$ cat src/rtl/cpu_pkg.sv
// Shared types and constants for the CPU pipeline front end.
package cpu_pkg;

    // Fetch sequencer states.
    typedef enum logic [1:0] {
        RST_WAIT,
        FETCH,
        STALLED,
        FLUSH
    } fetch_state_t;

    localparam logic [31:0] INST_NOP = 32'h0000_0000;
    localparam logic [31:0] PC_STEP  = 32'd4;

endpackage

$ cat src/rtl/if_skid_reg.sv
// One-entry {inst, pc+4} holding register with a valid flag.
// Ports:
//   clk, rst_n         clock, async active-low reset
//   clear_i            drop entry, data forced to NOP / 0 (highest priority)
//   load_i             capture inst_i / pc4_i, mark valid
//   unload_i           entry consumed, mark invalid (data kept)
//   inst_i, pc4_i      incoming instruction and its fetch address + 4
//   inst_o, pc4_o      held instruction and fetch address + 4
//   valid_o            entry holds an unconsumed instruction
module if_skid_reg
    import cpu_pkg::*;
(
    input  logic        clk,
    input  logic        rst_n,
    input  logic        clear_i,
    input  logic        load_i,
    input  logic        unload_i,
    input  logic [31:0] inst_i,
    input  logic [31:0] pc4_i,
    output logic [31:0] inst_o,
    output logic [31:0] pc4_o,
    output logic        valid_o
);

    logic [31:0] inst_q, inst_d;
    logic [31:0] pc4_q, pc4_d;
    logic        valid_q, valid_d;

    always_comb begin
        inst_d  = inst_q;
        pc4_d   = pc4_q;
        valid_d = valid_q;
        if (clear_i) begin
            inst_d  = INST_NOP;
            pc4_d   = '0;
            valid_d = 1'b0;
        end else if (load_i) begin
            inst_d  = inst_i;
            pc4_d   = pc4_i;
            valid_d = 1'b1;
        end else if (unload_i) begin
            valid_d = 1'b0;
        end
    end

    always_ff @(posedge clk or negedge rst_n) begin
        if (!rst_n) begin
            inst_q  <= INST_NOP;
            pc4_q   <= '0;
            valid_q <= 1'b0;
        end else begin
            inst_q  <= inst_d;
            pc4_q   <= pc4_d;
            valid_q <= valid_d;
        end
    end

    assign inst_o  = inst_q;
    assign pc4_o   = pc4_q;
    assign valid_o = valid_q;

endmodule

$ cat src/rtl/if_fetch_unit.sv
// Instruction-fetch stage: owns the PC, fetches over a req/ack handshake and
// feeds {inst, pc+4, valid} to IF/ID. A skid slot absorbs one response that
// lands while IF/ID stalls; a redirect flushes and restarts at the target.
// Ports:
//   clk, rst_n                     clock, async active-low reset
//   stall_i                        IF/ID not consuming the output this cycle
//   redirect_i, redirect_pc_i      taken branch / jump and its target
//   imem_req_o, imem_addr_o        memory request and word address
//   imem_ack_i, imem_rdata_i       one-cycle response strobe and data
//   inst_o, inst_addr_add_o        fetched instruction and its address + 4
//   inst_valid_o                   output holds an unconsumed instruction
module if_fetch_unit
    import cpu_pkg::*;
#(
    parameter logic [31:0] RESET_PC = 32'h0000_0000
) (
    input  logic        clk,
    input  logic        rst_n,
    input  logic        stall_i,
    input  logic        redirect_i,
    input  logic [31:0] redirect_pc_i,
    output logic        imem_req_o,
    output logic [31:0] imem_addr_o,
    input  logic        imem_ack_i,
    input  logic [31:0] imem_rdata_i,
    output logic [31:0] inst_o,
    output logic [31:0] inst_addr_add_o,
    output logic        inst_valid_o
);

    fetch_state_t state_q, state_d;
    logic [31:0]  pc_q, pc_d;
    logic [31:0]  addr_q, addr_d;
    logic         req_q, req_d;

    logic         consume;
    logic         flush;
    logic         out_load, skid_load, skid_unload;
    logic [31:0]  out_inst_in, out_pc4_in, mem_pc4;
    logic [31:0]  skid_inst, skid_pc4;
    logic         skid_valid;

    always_comb begin
        state_d     = state_q;
        pc_d        = pc_q;
        addr_d      = addr_q;
        flush       = 1'b0;
        out_load    = 1'b0;
        skid_load   = 1'b0;
        skid_unload = 1'b0;
        consume     = inst_valid_o && !stall_i;
        mem_pc4     = addr_q + PC_STEP;
        out_inst_in = imem_rdata_i;
        out_pc4_in  = mem_pc4;

        case (state_q)
            RST_WAIT: state_d = FETCH;
            FETCH: begin
                if (redirect_i) begin
                    flush = 1'b1;
                    pc_d  = redirect_pc_i;
                    // Without an ack the old request is still open and its
                    // address must stay on the bus until it completes.
                    if (imem_ack_i) addr_d = redirect_pc_i;
                    else            state_d = FLUSH;
                end else if (imem_ack_i) begin
                    pc_d = pc_q + PC_STEP;
                    if (!inst_valid_o || consume) begin
                        out_load = 1'b1;
                        addr_d   = pc_q + PC_STEP;
                    end else begin
                        skid_load = 1'b1;
                        state_d   = STALLED;
                    end
                end
            end
            STALLED: begin
                if (redirect_i) begin
                    flush   = 1'b1;
                    pc_d    = redirect_pc_i;
                    addr_d  = redirect_pc_i;
                    state_d = FETCH;
                end else if (consume && skid_valid) begin
                    out_load    = 1'b1;
                    out_inst_in = skid_inst;
                    out_pc4_in  = skid_pc4;
                    skid_unload = 1'b1;
                    addr_d      = pc_q;
                    state_d     = FETCH;
                end
            end
            FLUSH: begin
                if (redirect_i) begin
                    flush = 1'b1;
                    pc_d  = redirect_pc_i;
                    if (imem_ack_i) begin
                        addr_d  = redirect_pc_i;
                        state_d = FETCH;
                    end
                end else if (imem_ack_i) begin
                    addr_d  = pc_q;
                    state_d = FETCH;
                end
            end
            default: state_d = RST_WAIT;
        endcase

        // Request is registered from the next state so it is a flop output.
        req_d = (state_d == FETCH) || (state_d == FLUSH);
    end

    always_ff @(posedge clk or negedge rst_n) begin
        if (!rst_n) begin
            state_q <= RST_WAIT;
            pc_q    <= RESET_PC;
            addr_q  <= RESET_PC;
            req_q   <= 1'b0;
        end else begin
            state_q <= state_d;
            pc_q    <= pc_d;
            addr_q  <= addr_d;
            req_q   <= req_d;
        end
    end

    if_skid_reg u_out_slot (
        .clk      (clk),
        .rst_n    (rst_n),
        .clear_i  (flush),
        .load_i   (out_load),
        .unload_i (consume),
        .inst_i   (out_inst_in),
        .pc4_i    (out_pc4_in),
        .inst_o   (inst_o),
        .pc4_o    (inst_addr_add_o),
        .valid_o  (inst_valid_o)
    );

    if_skid_reg u_skid_slot (
        .clk      (clk),
        .rst_n    (rst_n),
        .clear_i  (flush),
        .load_i   (skid_load),
        .unload_i (skid_unload),
        .inst_i   (imem_rdata_i),
        .pc4_i    (mem_pc4),
        .inst_o   (skid_inst),
        .pc4_o    (skid_pc4),
        .valid_o  (skid_valid)
    );

    assign imem_req_o  = req_q;
    assign imem_addr_o = addr_q;

endmodule

$ cat config.mk
export PLATFORM = sky130hd
export DESIGN_NAME = if_fetch_unit
export DESIGN_NICKNAME = d
export VERILOG_FILES = /design/src/rtl/cpu_pkg.sv /design/src/rtl/if_skid_reg.sv /design/src/rtl/if_fetch_unit.sv
export SDC_FILE = /design/constraint.sdc
export NUM_CORES = 1
export LEC_CHECK = 0
export ABC_AREA = 1
export CORE_MARGIN = 4
export CORE_UTILIZATION = 59
export CTS_CLUSTER_SIZE = 8
export DETAILED_ROUTE_END_ITERATION = 8
export PLACE_DENSITY = 0.88
export SETUP_SLACK_MARGIN = 0.15
export SYNTH_ARGS = -nofsm -noshare
export SYNTH_HDL_FRONTEND = slang
export SYNTH_SLANG_ARGS = --single-unit
$ cat constraint.sdc
create_clock -name clk -period 5.45 [get_ports clk]
set_clock_uncertainty 0.15 [all_clocks]
set_input_delay 1.3625 -clock clk [delete_from_list [all_inputs] [get_ports clk]]
set_output_delay 1.3625 -clock clk [all_outputs]
set_load 0.02 [all_outputs]
# Yosys cells after proc, flatten, opt, wreduce, memory -nomap -nowiden
# Cells that the tools add are included.
[op_classes]
n_mux = 54
n_addsub = 2
reduce_logical = 17
n_eq_ne = 10
[ops]
columns = ["cell", "n"]
rows = [
  ["32-bit two-way mux", 25],
  ["32-bit one-hot mux with 3 select lines", 1],
  ["32-bit by 3-bit adder with 32-bit output, second input constant", 2],
  ["32-bit one-hot mux with 2 select lines", 1],
  ["1-bit two-way mux", 18],
  ["2-bit two-way mux", 7],
  ["3-bit inequality test, second input constant", 4],
  ["3-bit nonzero test", 3],
  ["2-bit one-hot mux with 4 select lines", 1],
  ["2-bit equality test, second input constant", 3],
  ["2-bit nonzero test", 3],
  ["5-bit AND reduction", 1],
  ["2-bit by 1-bit equality test with 1-bit output, second input constant", 2],
  ["3-bit AND reduction", 1],
  ["3-bit OR reduction", 1],
  ["1-bit logical AND", 2],
  ["1-bit zero test", 2],
  ["2-bit zero test", 1],
  ["1-bit logical OR", 2],
  ["2-bit by 1-bit inequality test with 1-bit output, second input constant", 1],
  ["1-bit one-hot mux with 2 select lines", 1],
  ["2-bit OR reduction", 1],
]
[word_totals]
input_bits = 69
elab_cells = 93
reg_bits = 197
output_inout_bits = 98

# Longest topological paths before layout
# Gate-level depths: netlist (run 1).
[depth]
ltp_word = 9
mapped_depth = 13
ltp_nobuf = 11

# Cells and area by module
# Synthesis (run 1) repeated with hierarchy kept, for this count alone.
[unflattened]
cells_unflattened = 1700
area_unflattened_um2 = 11925.2
[by_module_without_submodules]
columns = ["mod", "n_inst", "seq_area_each_um2", "cells_per_inst", "area_each_um2"]
rows = [
  ["if_fetch_unit", 1, 1651.6, 1134, 6612.6],
  ["if_skid_reg", 2, 1626.6, 283, 2656.3],
]

# Worst setup path after synthesis (run 1)
# OpenSTA, ideal clock, no wires.
[synth_path]
path_type = "input port to flip-flop"
from = "in redirect_i"
to = "reg u_out_slot.inst_q[10] (netlist: u_out_slot.inst_o[10])"
setup_time_ns = 0.132
path_buffers = 2
t_arrival_ns = 2.397
stages = 10
required_time_ns = 5.168
setup_slack_ns = 2.770
path_cell_list = "buf_4 > nor2_4 > nand2_2 > o21ai_2 > nand2_2 > inv_2 > nor2_8 > buf_4 > nand2_1 > o21ai_1"
[synth_between]
elab_chain_cells = 4
word_cells_on_any_way = 10
classes_between = "mux: 9; reduce/logical: 1"
[synth_rtl]
columns = ["item", "line_no", "source"]
rows = [
  ["start: declaration", "if_fetch_unit.sv:20", "input logic redirect_i,"],
  ["32-bit two-way mux", "if_fetch_unit.sv:78", "if (redirect_i) begin"],
  ["32-bit two-way mux", "if_fetch_unit.sv:56", "case (state_q)"],
  ["32-bit two-way mux", "if_skid_reg.sv:37", "end else if (load_i) begin"],
  ["32-bit two-way mux", "if_skid_reg.sv:33", "if (clear_i) begin"],
  ["end signal: assignment", "if_skid_reg.sv:52", "inst_q <= inst_d;"],
  ["end: declaration", "if_skid_reg.sv:25", "logic [31:0] inst_q, inst_d;"],
]
# Parallel ways exist; a longest one is shown, timed or not. The select of a mux whose other input is x is not followed.
# A chain may end at the register's enable or synchronous reset.

# Final worst setup path (run 1)
[layout_path]
from = "in imem_ack_i"
to = "reg pc_q[11]"
[layout_between]
elab_chain_cells = 2
[layout_rtl]
columns = ["item", "line_no", "source"]
rows = [
  ["start: declaration", "if_fetch_unit.sv:24", "input logic imem_ack_i,"],
  ["3-bit inequality test (no line)", "n/a", ""],
  ["3-bit AND reduction (no line)", "n/a", ""],
  ["end signal: assignment", "if_fetch_unit.sv:120", "pc_q <= pc_d;"],
  ["end: declaration", "if_fetch_unit.sv:32", "logic [31:0] pc_q, pc_d;"],
]
# No other way between the ends.

==> results of run 1 <==
==> metal layers <==
metal,wire length [um],track usage,part of all wire
met2,16400,0.529,0.48
met4,1230,0.128,0.036
met1,13600,0.417,0.40
met3,3100,0.0657,0.090
met5,0,0,0
==> per-stage QoR <==
step | setup WS (ns) | hold WS [ns]
2_1_floorplan | 2.77 | 0.298
3_5_place_dp | 0.938 | 0.318
6_report | 1.27 | 0.334
3_3_place_gp | 1.08 | 0.310
5_1_grt | 1.07 | 0.351
4_1_cts | 1.35 | 0.338
==> power by group <==
group          switching, mW  internal (mW)  leakage [nW]
logic                   2.41           1.45          3.61
clock network          0.631          0.714         0.299
registers              0.589           1.96          2.54
==> critical path, stage by stage <==
cell	delay (ns)
clkdlybuf4s50_1	0.92
inv_1	0.56
nand2_2	0.28
nand3_4	0.43
inv_2	0.46
or2_2	0.18
a21boi_0	0.20
==> cells by family after synthesis <==
| logic type | count (synthesis) |
|---|---|
| xor gates and xnor gates | 20 |
| and+or+nand+nor | 813 |
| AOI/OAI and AO/OA | 335 |
| buffers and inverters | 221 |
| DFF | 196 |
| adders and majority gates | 6 |
==> synth_stat cells (all sizes together), types with 2 or more instances <==
cell type,number
xnor2,5
nand4,3
a22oi,7
o21a,7
xor2,15
inv,150
dfrtp,196
nor2,174
nor3,2
o22ai,26
buf,45
nand3,60
clkbuf,26
a21boi,6
o211ai,25
a31oi,8
ha,6
o2111ai,3
nand2,568
or2,6
a21oi,95
o21ai,153
==> cell usage in the layout (no fill, tap or decap), drive strengths merged, types with 5 or more instances in the layout <==
master and count:
inv 157, o21a 7, or2 6, a31oi 8
nor2 174, dfrtp 196, o211ai 25, a22oi 7
nand2 568, clkdlybuf4s50 164, o22ai 26, buf 10
xor2 15, a21oi 95, nand3 60, xnor2 5
a21boi 6, clkbuf 19, ha 6, o21ai 153
==> registers in the layout, indices dropped and copies added, names as in the netlist <==
register	cells
state_q	2
u_skid_slot.valid_o	1
u_out_slot.pc4_o	32
u_skid_slot.inst_o	32
u_out_slot.inst_o	32
u_skid_slot.pc4_o	32
pc_q	32
imem_addr_o	32
u_out_slot.valid_o	1
==> area by class of cell <==
type | count | area [um^2] | share of cell area
repair buffers | 175 | 1730 | 0.128
clock inverters | 14 | 185 | 0.0138
inverters | 150 | 566 | 0.0420
flip-flops and latches | 196 | 4900 | 0.365
multi-input cells | 1174 | 5340 | 0.397
clock buffers | 18 | 439 | 0.0326
well taps | 234 | 293 | 0.0218
==> how the worst max path moves through the flow <==
stage,startpoint,to,cells after the start
final,imem_ack_i,pc_q[11],7
after global routing,imem_ack_i,imem_addr_o[22],9
after CTS,imem_ack_i,pc_q[11],7
after detailed placement,imem_ack_i,imem_addr_o[22],9
after global placement,imem_ack_i,pc_q[18],7
after floorplan,redirect_i,u_out_slot.inst_o[10],10
==> flow_metrics.tcl, run 1 <==
set metrics [dict create \
    grt_overflow 0 \
    reg2reg_depth 9 \
    die-area_um2 21200 \
    drc 0 \
    r2r_end "u_out_slot.inst_o[12]" \
    rsz0062_at_grt "no" \
    drt-pass1-iter-count 6 \
    synthXorXnorAreaFrac 0.0157 \
    cts.clk_slew.worst_paths_ns 0.08 \
    power_density_nw_per_um2 576 \
    nets 1789 \
    placed_area_um2 12800 \
    numPortBuffers 166 \
    totalPowerFinal_mw 7.75 \
    finalCriticalPeriod_ns 4.18 \
    grt_max_degree 105 \
    synth_compound_area_frac 0.167 \
    synthAdderAreaFrac 0.00672 \
    whs_path_depth 2 \
    synthTopCellsByArea "dfrtp_1, nand2_1, nor2_1" \
    yosys.area.top_type "dfrtp_1" \
    status "finished clean" \
    end_kind "register" \
    drive_gt1_frac 0.0417 \
    synthMuxAreaShare 0 \
    ant_nets 0 \
    worstPathArrival_ns 4.39 \
    yosys.area.top_type_share 0.439 \
    clock-sinks 196 \
    synth_fp_nets 1666 \
    startpoint_type "primary input" \
    synth_area_per_cell_um2 7.02 \
    clkLatencyLatePin_ns 0.45 \
    hold_viol 0 \
    grt_pass1_wl_um 55600 \
    wirelength_um 34300 \
    hpwl_um 23800 \
    final_util 0.722 \
    slew_viol_final 0 \
    tns_ns 0 \
    cts_tree "built" \
    synth-simple-area-share 0.289 \
    synthArstFlopShare 1.00 \
    finalCritPeriodShare 0.767 \
    avgViaCountPerCell 5.86 \
    setup_viol 0 \
    syn_to_final_growth_pct 20.4 \
    synth-seq-cells 196 \
    cts_made_buffers 17 \
    ys_seq_area_frac 0.439 \
    placementRows 50 \
    drt_iter0_drc 1301 \
    cp_data_required_time_ns 5.66 \
    cts_root_buf "clkbuf_16" \
    synthesis.area_um2 11200 \
    grt_antenna_before_repair 0 \
    yosysUniqueCellTypes 41 \
    hold_buffers 0 \
    drv_cap 0 \
    nFillCells 1493 \
    antenna_cells 0 \
    grt_pass1_vias 10900 \
    ff2ff_setup_slack_ns 1.57 \
    start_util 0.599 \
    ys_warn_count 0 \
    synth-edff-count 0 \
    hold_end "u_out_slot.pc4_o[20]" \
    stdcell_area_um2 13500 \
    fin_cells 1961 \
    fmax_mhz 239 \
    die_h_um 146 \
    gp_congestion 0.995 \
    clock_path_buffers 2 \
    synth_top_family_by_area "simple AND/OR/NAND/NOR gates" \
    p_leak_nw 6.44 \
    vias 11500 \
    core_area_um2 18600 \
    dieWidth_um 146 \
    synth_cells 1591 \
    crit_path_max_fanout 44 \
    io-pin-count 167 \
    track_usage 0.320 \
    hold_path_startpoint "u_out_slot.pc4_o[20]" \
    slew_headroom 0.318 \
    cts_resized 0 \
    irDropWorstVdd_mv 0.320 \
    wl_per_cell_um 17.5 \
    worst_pin_slew_ns 1.02 \
    synthFlopType "dfrtp_1" \
    post_cts_buffers 0 \
    min_path_type "reg2reg" \
    h-tree-depth 4 \
    path_class "in2reg" \
    timing.rr.start "state_q[0]" \
    placedCellCount 1929 \
]
Note: power is estimated with default switching activity, not from simulation.
==> run 2, diff against run 1 <==
--- a/config.mk
+++ b/config.mk
@@ -7,10 +7,10 @@
 export LEC_CHECK = 0
 export ABC_AREA = 1
 export CORE_MARGIN = 4
-export CORE_UTILIZATION = 59
+export CORE_UTILIZATION = 55
 export CTS_CLUSTER_SIZE = 8
 export DETAILED_ROUTE_END_ITERATION = 8
-export PLACE_DENSITY = 0.88
+export PLACE_DENSITY = 0.83
 export SETUP_SLACK_MARGIN = 0.15
 export SYNTH_ARGS = -nofsm -noshare
 export SYNTH_HDL_FRONTEND = slang
==> constraint.sdc (replaced) <==
create_clock -name clk -period 4.1 [get_ports clk]
set_clock_uncertainty 0.15 [all_clocks]
set_input_delay 1.025 -clock clk [delete_from_list [all_inputs] [get_ports clk]]
set_output_delay 1.025 -clock clk [all_outputs]
set_load 0.02 [all_outputs]
==> flow_metrics.tcl, run 2 (same netlist as run 1, synthesis figures left out) <==
set metrics [dict create \
    drive_gt1_frac 0.0466 \
    cts_resized 0 \
    crit_chain "inv_1 > ha_1 > inv_4 > nand2_2 > o21ai_1 > nor2_2 > inv_2 > a21oi_1 > a21oi_1" \
    tns_ns 0 \
    wirelength_um 32800 \
    p_int_mw 5.34 \
    min_path_type "reg2reg" \
    grt_use_met3 0.0560 \
    setup_viol 0 \
    antenna_cells 0 \
    post_cts_buffers 0 \
    met1_usage 0.386 \
    track_usage 0.291 \
    placementRows 51 \
    rsz0062_at_grt "no" \
    drv_cap 0 \
    h-tree-depth 4 \
    cp_data_required_time_ns 4.27 \
    status "finished clean" \
    hold_buffers 0 \
    path_delay_family "buffers and inverters" \
    pre_cts_slack_ns 0.665 \
    io-pin-count 167 \
    clkLatencyLatePin_ns 0.44 \
    ff2ff_setup_slack_ns 0.66 \
    drt_iter0_drc 1056 \
    start_util 0.567 \
    grt_max_degree 101 \
    grt_busiest_layer "met2" \
    syn_to_final_growth_pct 21.0 \
    slew_headroom 0.424 \
    irDropWorstVdd_mv 0.490 \
    placedCellCount 1971 \
    grt_overflow 0 \
    clock_path_buffers 2 \
    pwr-share-seq 0.336 \
    clock_power_share 0.158 \
    clock-sinks 196 \
    avgViaCountPerCell 5.59 \
    timing.rr.start "state_q[0]" \
    crit_top_cell "a21oi_1" \
    finalCritPeriodShare 0.838 \
    cts_made_buffers 17 \
    core_area_um2 19700 \
    drt-pass1-iter-count 5 \
    cts_root_buf "clkbuf_16" \
    reg2reg_depth 9 \
    crit_path_max_fanout 25 \
    pwr-share-comb 0.505 \
    cp_slowest_stage_delay_ns 0.74 \
    finalCriticalPeriod_ns 3.44 \
    slowest_stage "ha_1" \
    power_density_nw_per_um2 742 \
    met2_usage 0.472 \
    numPortBuffers 166 \
    worst-path-buf-inv 3 \
    grt_pass1_vias 10700 \
    die_h_um 151 \
    nets 1800 \
    dieWidth_um 151 \
    cts_tree "built" \
    power.switching_mw 4.69 \
    crit_path_end "imem_addr_o[0]" \
    worst_pin_slew_ns 0.864 \
    drc 0 \
    worstPathArrival_ns 3.60 \
    hold_viol 0 \
    wl_per_cell_um 16.4 \
    totalPowerFinal_mw 10.0 \
    p_leak_nw 6.46 \
    die-area_um2 22700 \
    fmax_mhz 291 \
    gp_congestion 1.02 \
    cp.depth 9 \
    ant_nets 0 \
    fin_cells 2002 \
    final_cell_mix "nand2_1, dfrtp_1, nor2_1, clkdlybuf4s50_1, inv_1" \
    grt_antenna_before_repair 0 \
    cts.clk_slew.worst_paths_ns 0.07 \
    mostFrequentLayoutCell "nand2_1" \
    whs_path_depth 2 \
    hpwl_um 23700 \
    path_class "reg2reg" \
    grt_pass1_wl_um 53000 \
    vias 11200 \
    worst_slack_ns 0.665 \
    end_kind "register" \
    r2r_end "imem_addr_o[0]" \
    cp-startpoint "state_q[0]" \
    startpoint_type "register" \
    switching_share 0.468 \
    slew_viol_final 0 \
    hold_path_startpoint "u_out_slot.pc4_o[20]" \
]
==> run 2: final cells by class <==
class,count,area (um^2)
inverter,150,566
clock inverter,13,124
clock buffer,18,429
sequential,196,4900
timing repair buffer,186,1820
fill,1660,6200
multi-input combinational,1174,5340
tap,265,332
==> run 2: power by group through the flow <==
stage                     sequential [mW]  clock, mW  combinational (mW)
after global routing                 3.46       1.69                5.59
final                                3.38       1.59                5.07
after global placement               3.36          0                4.91
after floorplan                      3.69          0                2.79
after CTS                            3.35       1.60                5.05
after detailed placement             3.38          0                5.02
==> run 2: through the flow <==
| step | util | hold WS [ns] | cell area (um^2) |
|---|---|---|---|
| 3_3_place_gp | 0.657 | 0.310 | 13000 |
| 6_report | 0.686 | 0.328 | 13500 |
| 4_1_cts | 0.686 | 0.333 | 13500 |
| 2_1_floorplan | - | 0.298 | 11200 |
| 3_5_place_dp | 0.657 | 0.315 | 13000 |
| 5_1_grt | 0.686 | 0.357 | 13500 |
==> run 2: metal layers <==
layer / vias up / share of wire / wire length, um
met4: 0 / 0.035 / 1130
met1: 5216 / 0.41 / 13500
met3: 85 / 0.084 / 2740
met2: 515 / 0.47 / 15400
met5: - / 0 / 0
li1: 5383 / - / -
==> run 2: worst register-to-register path: cells and delay by family, from the launching register on <==
family                     cells  cell delay [ns]
buffers and inverters          3             0.78
and+or+nand+nor                2             0.78
AOI/OAI and AO/OA              3             0.42
DFF                            1             0.45
adders and majority gates      1             0.74
==> run 2: worst min path at each step <==
| stage | to | slack [ns] |
|---|---|---|
| global placement | u_out_slot.pc4_o[11] | 0.31 |
| floorplan | u_skid_slot.inst_o[0] | 0.30 |
| CTS | u_out_slot.pc4_o[20] | 0.33 |
| global route | u_out_slot.inst_o[0] | 0.36 |
| detailed placement | u_out_slot.pc4_o[20] | 0.31 |
| finish | u_out_slot.pc4_o[20] | 0.33 |
